<file path="config.mk">
export PLATFORM = sky130hd
export DESIGN_NAME = ex_div_unit_flat
export DESIGN_NICKNAME = d
export VERILOG_FILES = /design/src/rtl/div_if.sv /design/src/rtl/ex_div_unit.sv /design/src/flat_wrapper.sv
export SDC_FILE = /design/constraint.sdc
export NUM_CORES = 1
export LEC_CHECK = 0
export CAP_MARGIN = 10
export CORE_MARGIN = 2
export CORE_UTILIZATION = 25
export CTS_CLUSTER_SIZE = 8
export DETAILED_ROUTE_END_ITERATION = 8
export PLACE_DENSITY = 0.49
export SYNTH_ARGS = -nofsm -noshare
export SYNTH_HDL_FRONTEND = slang
export SYNTH_SLANG_ARGS = --single-unit
</file>
<file path="constraint.sdc">
create_clock -name clk -period 4.7 [get_ports clk]
set_input_delay 0.94 -clock clk [delete_from_list [all_inputs] [get_ports clk]]
set_output_delay 0.94 -clock clk [all_outputs]
set_load 0.005 [all_outputs]
</file>
<file path="src/rtl/div_if.sv">
// Request/result bundle between the EX stage and the multi-cycle divider.
// The pipeline side uses the master modport and the divider uses the slave modport.
interface div_if #(
  parameter int WIDTH = 32
);
  logic             start;
  logic [5:0]       ALU_operation;
  logic [WIDTH-1:0] in1_select;
  logic [WIDTH-1:0] in2_select;
  logic             flush;
  logic             result_ready;
  logic             busy;
  logic             div_valid;
  logic [WIDTH-1:0] div_result;

  modport master (
    output start, ALU_operation, in1_select, in2_select, flush, result_ready,
    input  busy, div_valid, div_result
  );

  modport slave (
    input  start, ALU_operation, in1_select, in2_select, flush, result_ready,
    output busy, div_valid, div_result
  );
endinterface

</file>
<file path="src/rtl/ex_div_unit.sv">
// Restoring radix-2 divider for RV32M DIV/DIVU/REM/REMU, one quotient bit per cycle.
// Optional macro DIV_EARLY_OUT_EN skips the iterations when |divisor| > |dividend|.
module ex_div_unit #(
  parameter int WIDTH = 32
) (
  input  logic  clk,
  input  logic  rst,
  div_if.slave  bus
);
  localparam int               CNT_W    = $clog2(WIDTH);
  localparam logic [CNT_W-1:0] CNT_LAST = CNT_W'(WIDTH - 1);
  localparam logic [WIDTH-1:0] MOST_NEG = {1'b1, {(WIDTH-1){1'b0}}};

  typedef enum logic [1:0] {IDLE, CALC, FIX, DONE} state_t;

  state_t           state_reg;
  logic [WIDTH-1:0] quo_reg;
  logic [WIDTH-1:0] rem_reg;
  logic [WIDTH-1:0] dvs_reg;
  logic [WIDTH-1:0] result_reg;
  logic [CNT_W-1:0] cnt_reg;
  logic             signed_reg;
  logic             is_rem_reg;
  logic             neg_a_reg;
  logic             neg_b_reg;
  logic             busy_reg;
  logic             valid_reg;

  logic             op_legal;
  logic             op_signed;
  logic             op_rem;
  logic             a_neg;
  logic             b_neg;
  logic             div_zero;
  logic             overflow;
  logic [WIDTH-1:0] a_mag;
  logic [WIDTH-1:0] b_mag;
  logic [WIDTH-1:0] q_fix;
  logic [WIDTH-1:0] r_fix;
  logic [WIDTH:0]   shifted;
  logic [WIDTH:0]   diff;

  // Opcodes 01_01xx: bit 0 clear means signed, bit 1 set means remainder.
  assign op_legal  = (bus.ALU_operation[5:2] == 4'b0101);
  assign op_signed = ~bus.ALU_operation[0];
  assign op_rem    = bus.ALU_operation[1];
  assign a_neg     = op_signed & bus.in1_select[WIDTH-1];
  assign b_neg     = op_signed & bus.in2_select[WIDTH-1];
  assign a_mag     = a_neg ? -bus.in1_select : bus.in1_select;
  assign b_mag     = b_neg ? -bus.in2_select : bus.in2_select;
  assign div_zero  = (bus.in2_select == '0);
  assign overflow  = op_signed && (bus.in1_select == MOST_NEG) && (bus.in2_select == '1);

  // The quotient register starts as the dividend; its MSB feeds the partial remainder.
  assign shifted = {rem_reg, quo_reg[WIDTH-1]};
  assign diff    = shifted - {1'b0, dvs_reg};

  assign q_fix = (signed_reg && (neg_a_reg != neg_b_reg)) ? -quo_reg : quo_reg;
  assign r_fix = (signed_reg && neg_a_reg) ? -rem_reg : rem_reg;

  always_ff @(posedge clk or negedge rst) begin
    if (!rst) begin
      state_reg  <= IDLE;
      quo_reg    <= '0;
      rem_reg    <= '0;
      dvs_reg    <= '0;
      result_reg <= '0;
      cnt_reg    <= '0;
      signed_reg <= 1'b0;
      is_rem_reg <= 1'b0;
      neg_a_reg  <= 1'b0;
      neg_b_reg  <= 1'b0;
      busy_reg   <= 1'b0;
      valid_reg  <= 1'b0;
    end else if (bus.flush) begin
      state_reg  <= IDLE;
      busy_reg   <= 1'b0;
      valid_reg  <= 1'b0;
      result_reg <= '0;
    end else begin
      case (state_reg)
        IDLE: begin
          if (bus.start && op_legal) begin
            signed_reg <= op_signed;
            is_rem_reg <= op_rem;
            neg_a_reg  <= a_neg;
            neg_b_reg  <= b_neg;
            dvs_reg    <= b_mag;
            cnt_reg    <= CNT_LAST;
            busy_reg   <= 1'b1;
            if (div_zero) begin
              result_reg <= op_rem ? bus.in1_select : '1;
              valid_reg  <= 1'b1;
              state_reg  <= DONE;
            end else if (overflow) begin
              result_reg <= op_rem ? '0 : MOST_NEG;
              valid_reg  <= 1'b1;
              state_reg  <= DONE;
            end
`ifdef DIV_EARLY_OUT_EN
            else if (b_mag > a_mag) begin
              quo_reg   <= '0;
              rem_reg   <= a_mag;
              state_reg <= FIX;
            end
`endif
            else begin
              quo_reg   <= a_mag;
              rem_reg   <= '0;
              state_reg <= CALC;
            end
          end
        end
        CALC: begin
          if (!diff[WIDTH]) begin
            rem_reg <= diff[WIDTH-1:0];
            quo_reg <= {quo_reg[WIDTH-2:0], 1'b1};
          end else begin
            rem_reg <= shifted[WIDTH-1:0];
            quo_reg <= {quo_reg[WIDTH-2:0], 1'b0};
          end
          cnt_reg <= cnt_reg - CNT_W'(1);
          if (cnt_reg == '0) begin
            state_reg <= FIX;
          end
        end
        FIX: begin
          result_reg <= is_rem_reg ? r_fix : q_fix;
          valid_reg  <= 1'b1;
          state_reg  <= DONE;
        end
        DONE: begin
          if (bus.result_ready) begin
            busy_reg  <= 1'b0;
            valid_reg <= 1'b0;
            state_reg <= IDLE;
          end
        end
        default: state_reg <= IDLE;
      endcase
    end
  end

  assign bus.busy       = busy_reg;
  assign bus.div_valid  = valid_reg;
  assign bus.div_result = result_reg;
endmodule

</file>
<file path="src/flat_wrapper.sv">
// flat-port wrapper written by rule: the top's interface ports become plain ports
module ex_div_unit_flat 
#(
  parameter int WIDTH = 32
)
  (clk, rst, bus_start, bus_ALU_operation, bus_in1_select, bus_in2_select, bus_flush, bus_result_ready, bus_busy, bus_div_valid, bus_div_result);
  div_if #(.WIDTH(WIDTH)) bus_i ();
  input  logic clk;
  input  logic rst;
  input wire logic [$bits(bus_i.start)-1:0] bus_start;
  input wire logic [$bits(bus_i.ALU_operation)-1:0] bus_ALU_operation;
  input wire logic [$bits(bus_i.in1_select)-1:0] bus_in1_select;
  input wire logic [$bits(bus_i.in2_select)-1:0] bus_in2_select;
  input wire logic [$bits(bus_i.flush)-1:0] bus_flush;
  input wire logic [$bits(bus_i.result_ready)-1:0] bus_result_ready;
  output wire logic [$bits(bus_i.busy)-1:0] bus_busy;
  output wire logic [$bits(bus_i.div_valid)-1:0] bus_div_valid;
  output wire logic [$bits(bus_i.div_result)-1:0] bus_div_result;
  assign bus_i.start = bus_start;
  assign bus_i.ALU_operation = bus_ALU_operation;
  assign bus_i.in1_select = bus_in1_select;
  assign bus_i.in2_select = bus_in2_select;
  assign bus_i.flush = bus_flush;
  assign bus_i.result_ready = bus_result_ready;
  assign bus_busy = bus_i.busy;
  assign bus_div_valid = bus_i.div_valid;
  assign bus_div_result = bus_i.div_result;
  ex_div_unit #(.WIDTH(WIDTH)) u_core (.clk(clk), .rst(rst), .bus(bus_i));
endmodule
</file>
==> results of run 1 <==
through the flow:
| step | total power, uW | cell area, um2 | hold WS [ns] |
|---|---|---|---|
| finish | 8970 | 13900 | 0.476 |
| global route | 9830 | 13900 | 0.500 |
| CTS | 9010 | 13900 | 0.485 |
| detailed placement | 7500 | 13300 | 0.470 |
| global placement | 7450 | 13300 | 0.463 |
| floorplan | 6020 | 11600 | 0.450 |
final timing paths:
kind                                                    endpoint  cells after the start  slack [ns]                            from
min reg2reg                       u_core.dvs_reg[10]$_DFFE_PN0P_                      2        0.48  u_core.dvs_reg[10]$_DFFE_PN0P_
max in group asynchronous         u_core.dvs_reg[23]$_DFFE_PN0P_                      2        3.19                             rst
min in group asynchronous   u_core.bus.div_result[2]$_DFFE_PN0P_                      1        0.56                             rst
max reg2reg                       u_core.rem_reg[30]$_DFFE_PN0P_                     11        0.99  u_core.quo_reg[31]$_DFFE_PN0P_
max                        u_core.bus.div_result[24]$_DFFE_PN0P_                     11        0.86               bus_in2_select[0]
min                               u_core.dvs_reg[10]$_DFFE_PN0P_                      2        0.48  u_core.dvs_reg[10]$_DFFE_PN0P_
logic make-up (layout without fill, tap and decap cells):
logic type	after synthesis	in the layout	synth area share [%]
xor gates and xnor gates	141	141	10.7
AOI/OAI and AO/OA	432	432	25.6
adders and majority gates	44	44	4.82
muxes	12	12	1.05
and+or+nand+nor	523	523	22.2
buffers and inverters	145	228	5.20
DFF	141	141	30.5
tightest hold or removal path, delay by kind of cell, from the launching register on:
kind	cells	cell delay [ns]
AOI/OAI and AO/OA	1	0.06
DFF	1	0.34
and+or+nand+nor	1	0.05
synthesized netlist by cell type (all sizes together), types with 4 or more instances:
cell / number
nor2b: 7
o31ai: 47
nand4: 38
a21o: 17
o211ai: 20
a21oi: 93
a211oi: 12
or4: 10
nand3: 15
or3: 18
nand2: 203
nor2: 118
clkbuf: 55
o21a: 7
ha: 43
nor3: 25
dfrtp: 141
nand3b: 5
a211o: 4
o311ai: 16
and2: 14
o21ai: 143
xnor2: 72
nor3b: 6
mux2i: 11
buf: 29
and3: 7
xor2: 69
nand2b: 15
inv: 61
a32oi: 5
o21bai: 5
o22ai: 17
nor4: 22
nor4b: 9
a31oi: 18
o41ai: 8
metal layers:
layer | wire length (um) | vias to the layer above | GRT usage (%)
met2 | 16700 | 221 | 24.7
met3 | 1490 | 39 | 2.49
met4 | 762 | 0 | 4.95
li1 | - | 5335 | -
met5 | 0 | - | 0
met1 | 18800 | 5014 | 23.2
final cells by class:
cell class / instances / area (um2)
sequential: 141 / 3530
clock inverter: 12 / 160
multi-input combinational: 1152 / 7460
tap: 600 / 751
timing repair buffer: 135 / 1310
fill: 4949 / 31700
clock buffer: 20 / 467
inverter: 61 / 229
power by group:
part	switching, uW	internal [uW]
Sequential	562	1620
Clock	581	880
Combinational	3240	2080
Total	4380	4590
layout by cell type, fill, tap and decap left out, types with 11 or more instances in the layout:
master	count
mux2i_1	11
clkbuf_16	17
o311ai_2	15
o211ai_1	19
nor4_1	21
a31oi_1	18
and2_1	12
clkdlybuf4s50_1	107
ha_1	42
xnor2_1	72
o31ai_2	16
o31ai_1	31
a21oi_1	90
nor2_1	118
or3_1	18
inv_1	60
o21ai_0	139
nand2b_1	15
dfrtp_1	141
nand4_1	38
nand2_1	200
nor3_1	23
a21o_1	17
buf_4	25
xor2_1	69
o22ai_1	17
nand3_1	14
==> metrics.md, run 1 <==
| Metric | Value |
|---|---|
| Mapped Area | 11600 um2 |
| Synth warn | 0 |
| Clock buffer depth | 2 |
| Slowest stage delay, CP | between 0.8 and 0.9 ns |
| Syn nets | approximately 1600 |
| Critical path peak fanout | 23 |
| Final setup violating endpoints | 0 |
| Clk Latency, worst-skew pair | 0.45 ns |
| Max-cap viol count | 0 |
| ANT cells | 0 |
| Post-layout min period | about 3.8 ns |
| CP cell instances | clkdlybuf4s50_1 > inv_1 > ha_1 > nand3b_1 > and4b_1 > o21bai_4 > and3_1 > a211oi_4 > buf_4 > nand2_1 > o31ai_2 |
| IO Count | approximately 110 |
| Die Span X | 219 um |
| Clock Root Buffer | clkbuf_16 |
| Initial Utilization | 25.4% |
| Count of pins over their slew limit | 0 |
| LEAKAGE | 0.00563 uW |
| Worst setup EP type | flip-flop |
| Area Overhead vs Synth | 20.1% |
| Crit Path Class | in2reg |
| Reg clk slew, reported paths | 0.06 ns |
| Yosys cell types | 82 |
| Largest net degree at the start of global routing | 96 |
| Gr ovfl total | 0 |
| Final Cycle Share | 81.6% |
| VDD IR-drop max | ~0.00027 V |
| IO buf count | 108 |
| DP Cell Count | between 2000 and 2500 |
| Final Util | 30.5% |
| Least-Margin Pin Slew | 1.28 ns |
| Total GRT Usage | 16.1% |
| Floorplan Core Area | 45600 um2 |
| Iteration-0 DRC Markers | 691 |
| Worst min path class | reg2reg |
| Number of synthesized flops with an enable pin | 0 |
| Synth area leaders | dfrtp_1, nand2_1, o21ai_0 |
| Fmax | between 200 and 300 MHz |
| Total CTS buffers | 17 |
| Remaining DRCs | 0 |
| PwrDens | 645 nW/um2 |
| Initial antenna violation count | 0 |
| Number of setup buffers added after CTS | 0 |
| Die Footprint | slightly below 50000 um2 |
| Register area share after synthesis | between 30% and 40% |
| Hold_buf cts | 0 |
| Synthesized flop and latch total | 141 |
| DP Worst Slack | 0.392 ns |
| HPWL Detailed | just under 30000 um |
| Share of the synthesized area in the top cell type | 30.5% |
| Clock skew | 0.00940 ns |
| Area leader, netlist | dfrtp_1 |
| FP Rows | 78 |
| Slowest-stage cell, CP | a211oi_4 |
| Max transition margin | around 15% |
| Drt pass-1 iters | 5 |
| FFs w/ async S/R, synth | 100% |
| Prevailing post-synth register cell | dfrtp_1 |
| CTS sink cnt | 141 |
| First-pass GRT wire length | roughly 60000 um |
| Startpoint types | primary input |
| Vias after detailed routing | 10600 |
| Final nets | 1627 |
| Die Y-Extent | 219 um |
| RSZ-0062 raised after global routing | no |
| Post-synthesis area per instance | 8.05 um2 |
| Final wirelength | 37800 um |
| Layout cells sized above 1 | 8.28% |
| Crit path required time | 5.05 ns |
| Delay-heaviest family, CP | compound AO/OA/AOI/OAI gates |
| Final Hold Fails | 0 |
| Routed Antenna Nets | 0 |
| Worst EP arrival | roughly 4.2 ns |
| WL/cell | 17.8 um |
| Htree depth | 4 |
| CTS tree | yes |
| Crit path buf inv count | 3 |
| CTS resizes | 0 |
| Cells after synthesis | approximately 1400 |
| Via/cell ratio | 5.00 |
| Setup tns final | 0 ns |
| Vias in the first global route | 10500 |
| PnR worst setup slack | 0.864 ns |
| Gpl congestion | 0.852 |
| Non-Filler Instances | 2121 |
| Status | completed |
Power figures use the tool's default switching activity.
==> inputs of run 2 (changes only) <==
==> constraint.sdc (replaced) <==
create_clock -name clk -period 3.8 [get_ports clk]
set_input_delay 0.76 -clock clk [delete_from_list [all_inputs] [get_ports clk]]
set_output_delay 0.76 -clock clk [all_outputs]
set_load 0.005 [all_outputs]
==> run 2 against run 1 <==
Final cell count rose by 2.2%. Register-to-register slack got worse by 0.60 ns. Count of clock-buffer cells in the layout rose by 2. Sequential share of layout area fell by 0.60 points. Global-route usage rose by 0.30 points. Flip-flop and latch count did not move. Sequential power rose by 24%. Non-clock buffer count rose by 47. Die area did not move. Hold slack got worse by 0.26 ns. Critical path type is now reg2reg. Largest power group unchanged.
==> metrics.md, run 2 (same netlist as run 1, synthesis figures left out) <==
| Metric | Value |
|---|---|
| Initial Utilization | 25.4% (unchanged) |
| DP Worst Slack | 0.0242 ns (-0.368 ns) |
| Worst setup EP type | flip-flop |
| Crit path required time | 4.15 ns (-0.90 ns) |
| Largest net degree at the start of global routing | 76 (-21%) |
| Worst min path class | in2async |
| VDD IR-drop max | 0.000321 V (+18%) |
| Clk Latency, worst-skew pair | 0.44 ns (about the same) |
| Final setup violating endpoints | 0 (unchanged) |
| CTS tree | yes |
| Iteration-0 DRC Markers | 801 (+16%) |
| Reg clk slew, reported paths | 0.07 ns (about the same) |
| CTS resizes | 0 (unchanged) |
| Number of setup buffers added after CTS | 0 (unchanged) |
| Internal | 5670 uW (+24%) |
| FP Rows | 78 (unchanged) |
| Status | completed |
| Final Cycle Share | about nine tenths |
| Clock Power Share | 15.5% (-0.8 points) |
| Fmax | 293 MHz |
| Max transition margin | 29.8% (+15 points) |
| RSZ-0062 raised after global routing | no |
| Max-cap viol count | 0 (unchanged) |
| Final Hold Fails | 0 (unchanged) |
| PwrDens | 783 nW/um2 (+21%) |
| Via/cell ratio | 5.01 (about the same) |
| Floorplan Core Area | 45600 um2 (unchanged) |
| IO Count | 109 (unchanged) |
| Slowest-stage cell, CP | fa_1 |
| First-pass GRT wire length | 61500 um (+1.9%) |
| Routed Antenna Nets | 0 (unchanged) |
| Clock skew | 0.00881 ns (-0.000590 ns) |
| Total GRT Usage | 16.4% (+0.30 points) |
| IO buf count | 108 (unchanged) |
| Gr ovfl total | 0 (unchanged) |
| Power after layout | 11200 uW (+24%) |
| Hold_buf cts | 0 (unchanged) |
| Path depth of the worst reg2reg path | 13 (+2) |
| WL/cell | 17.8 um (+0.10%) |
| Setup tns final | 0 ns (unchanged) |
| Commonest non-fill, non-tap cell in the layout | nand2_1 |
| Die Footprint | 48000 um2 (unchanged) |
| Drt pass-1 iters | 5 (unchanged) |
| Clock Root Buffer | clkbuf_16 |
| Crit Path Class | reg2reg |
| Vias in the first global route | 10800 (+2.5%) |
| CP cell instances | inv_1 > ha_1 > fa_1 > nand2b_1 > a21oi_1 > buf_4 > o211ai_4 > a211oi_4 > nor3_2 > or3_1 > buf_4 > and3_1 > o31ai_1 |
| Htree depth | 4 (unchanged) |
| Area Overhead vs Synth | 23.1% |
| Final wirelength | 38600 um (+2.3%) |
| Critical path peak fanout | 29 (+26%) |
| Post-layout min period | 3.41 ns |
| Die Y-Extent | 219 um (unchanged) |
| Power share of the combinational group | 60.2% (+0.9 points) |
| PnR worst setup slack | 0.386 ns (-0.478 ns) |
| Gpl congestion | 0.863 (+1.2%) |
| Worst EP arrival | 3.76 ns (-0.43 ns) |
| Final nets | 1674 (+2.9%) |
| Layout cells sized above 1 | 10.9% (+2.6 points) |
| Count of pins over their slew limit | 0 (unchanged) |
| Sw frac | 49.2% (+0.27 points) |
| NetSw | 5480 uW (+25%) |
| Total CTS buffers | 17 (unchanged) |
| Least-Margin Pin Slew | 1.05 ns (-0.225 ns) |
| Clock buffer depth | 2 (unchanged) |
| Sequential Power Share | 24.3% (about the same) |
| Remaining DRCs | 0 (unchanged) |
| Commonest non-fill, non-tap cells in the layout | nand2_1, dfrtp_1, o21ai_0, nor2_1, clkdlybuf4s50_1 |
| LEAKAGE | 0.00586 uW (+4.1%) |
| CTS sink cnt | 141 (unchanged) |
| Die Span X | 219 um (unchanged) |
| CP most frequent cell | buf_4 |
| ANT cells | 0 (unchanged) |
| Slowest stage delay, CP | 0.41 ns (-0.46 ns) |
| Initial antenna violation count | 1 (+1) |
| Vias after detailed routing | 10900 (+2.3%) |
| Startpoint types | flip-flop |
| HPWL Detailed | 30000 um (+3.9%) |
==> run 2: cell types whose count changed in the layout (fill, tap and decap cells not counted), sizes merged <==
cell and delta:
clkinv +4, buf +47, clkinvlp -3, clkbuf +2, bufinv -1, inv -2
==> run 2: power by group through the flow <==
| stage | Clock [uW] | Combinational, uW | Sequential, uW |
|---|---|---|---|
| 2_1_floorplan | 0 | 5000 | 2450 |
| 3_3_place_gp | 0 | 6670 | 2700 |
| 3_5_place_dp | 0 | 6700 | 2720 |
| 4_1_cts | 1760 | 6730 | 2690 |
| 5_1_grt | 1830 | 7470 | 2790 |
| 6_report | 1730 | 6710 | 2710 |
==> run 2: area by class of cell <==
type | instances | area (um2)
Fill cell | 4804 | 31300
Clock buffer | 22 | 474
Clock inverter | 10 | 114
Multi-Input combinational cell | 1152 | 7460
Timing Repair Buffer | 182 | 1690
Inverter | 61 | 229
Tap cell | 600 | 751
Sequential cell | 141 | 3530
==> run 2: per-stage QoR <==
stage	cells	area (um2)	utilization [%]	hold WS, ns
final	2168	14200	31.3	0.215
after global routing	2168	14200	31.3	0.219
after CTS	2168	14200	31.3	0.213
after detailed placement	2136	13700	30.0	0.467
after global placement	2136	13700	30.0	0.463
after floorplan	1438	11600	-	0.450
==> run 2: path summary, 6_finish.rpt <==
| kind | startpoint | to | slack [ns] |
|---|---|---|---|
| worst max-delay path | u_core.quo_reg[31]$_DFFE_PN0P_ | u_core.quo_reg[0]$_DFFE_PN0P_ | 0.39 |
| worst min-delay path | rst | u_core.bus.div_result[6]$_DFFE_PN0P_ | 0.21 |
| worst max register to register | u_core.quo_reg[31]$_DFFE_PN0P_ | u_core.quo_reg[0]$_DFFE_PN0P_ | 0.39 |
| worst min register to register | u_core.bus.div_result[6]$_DFFE_PN0P_ | u_core.bus.div_result[6]$_DFFE_PN0P_ | 0.47 |
| max in group asynchronous | rst | u_core.dvs_reg[19]$_DFFE_PN0P_ | 2.77 |
| min in group clk | u_core.bus.div_result[6]$_DFFE_PN0P_ | u_core.bus.div_result[6]$_DFFE_PN0P_ | 0.47 |
==> run 2: metal layers <==
layer,up-vias,track usage [%],routed length [um]
li1,5431,-,-
met1,5123,23.1,18900
met2,258,26.0,17500
met3,40,2.49,1560
met4,0,4.59,716
met5,-,0,0
==> run 2: worst max-delay path, delay by kind of cell (launching register included) <==
family / cells / cell delay [ns]
buffers and inverters: 3 / 0.53
AOI/OAI and AO/OA: 4 / 0.79
adders and majority gates: 2 / 0.65
DFF: 1 / 0.39
and+or+nand+nor: 4 / 0.94
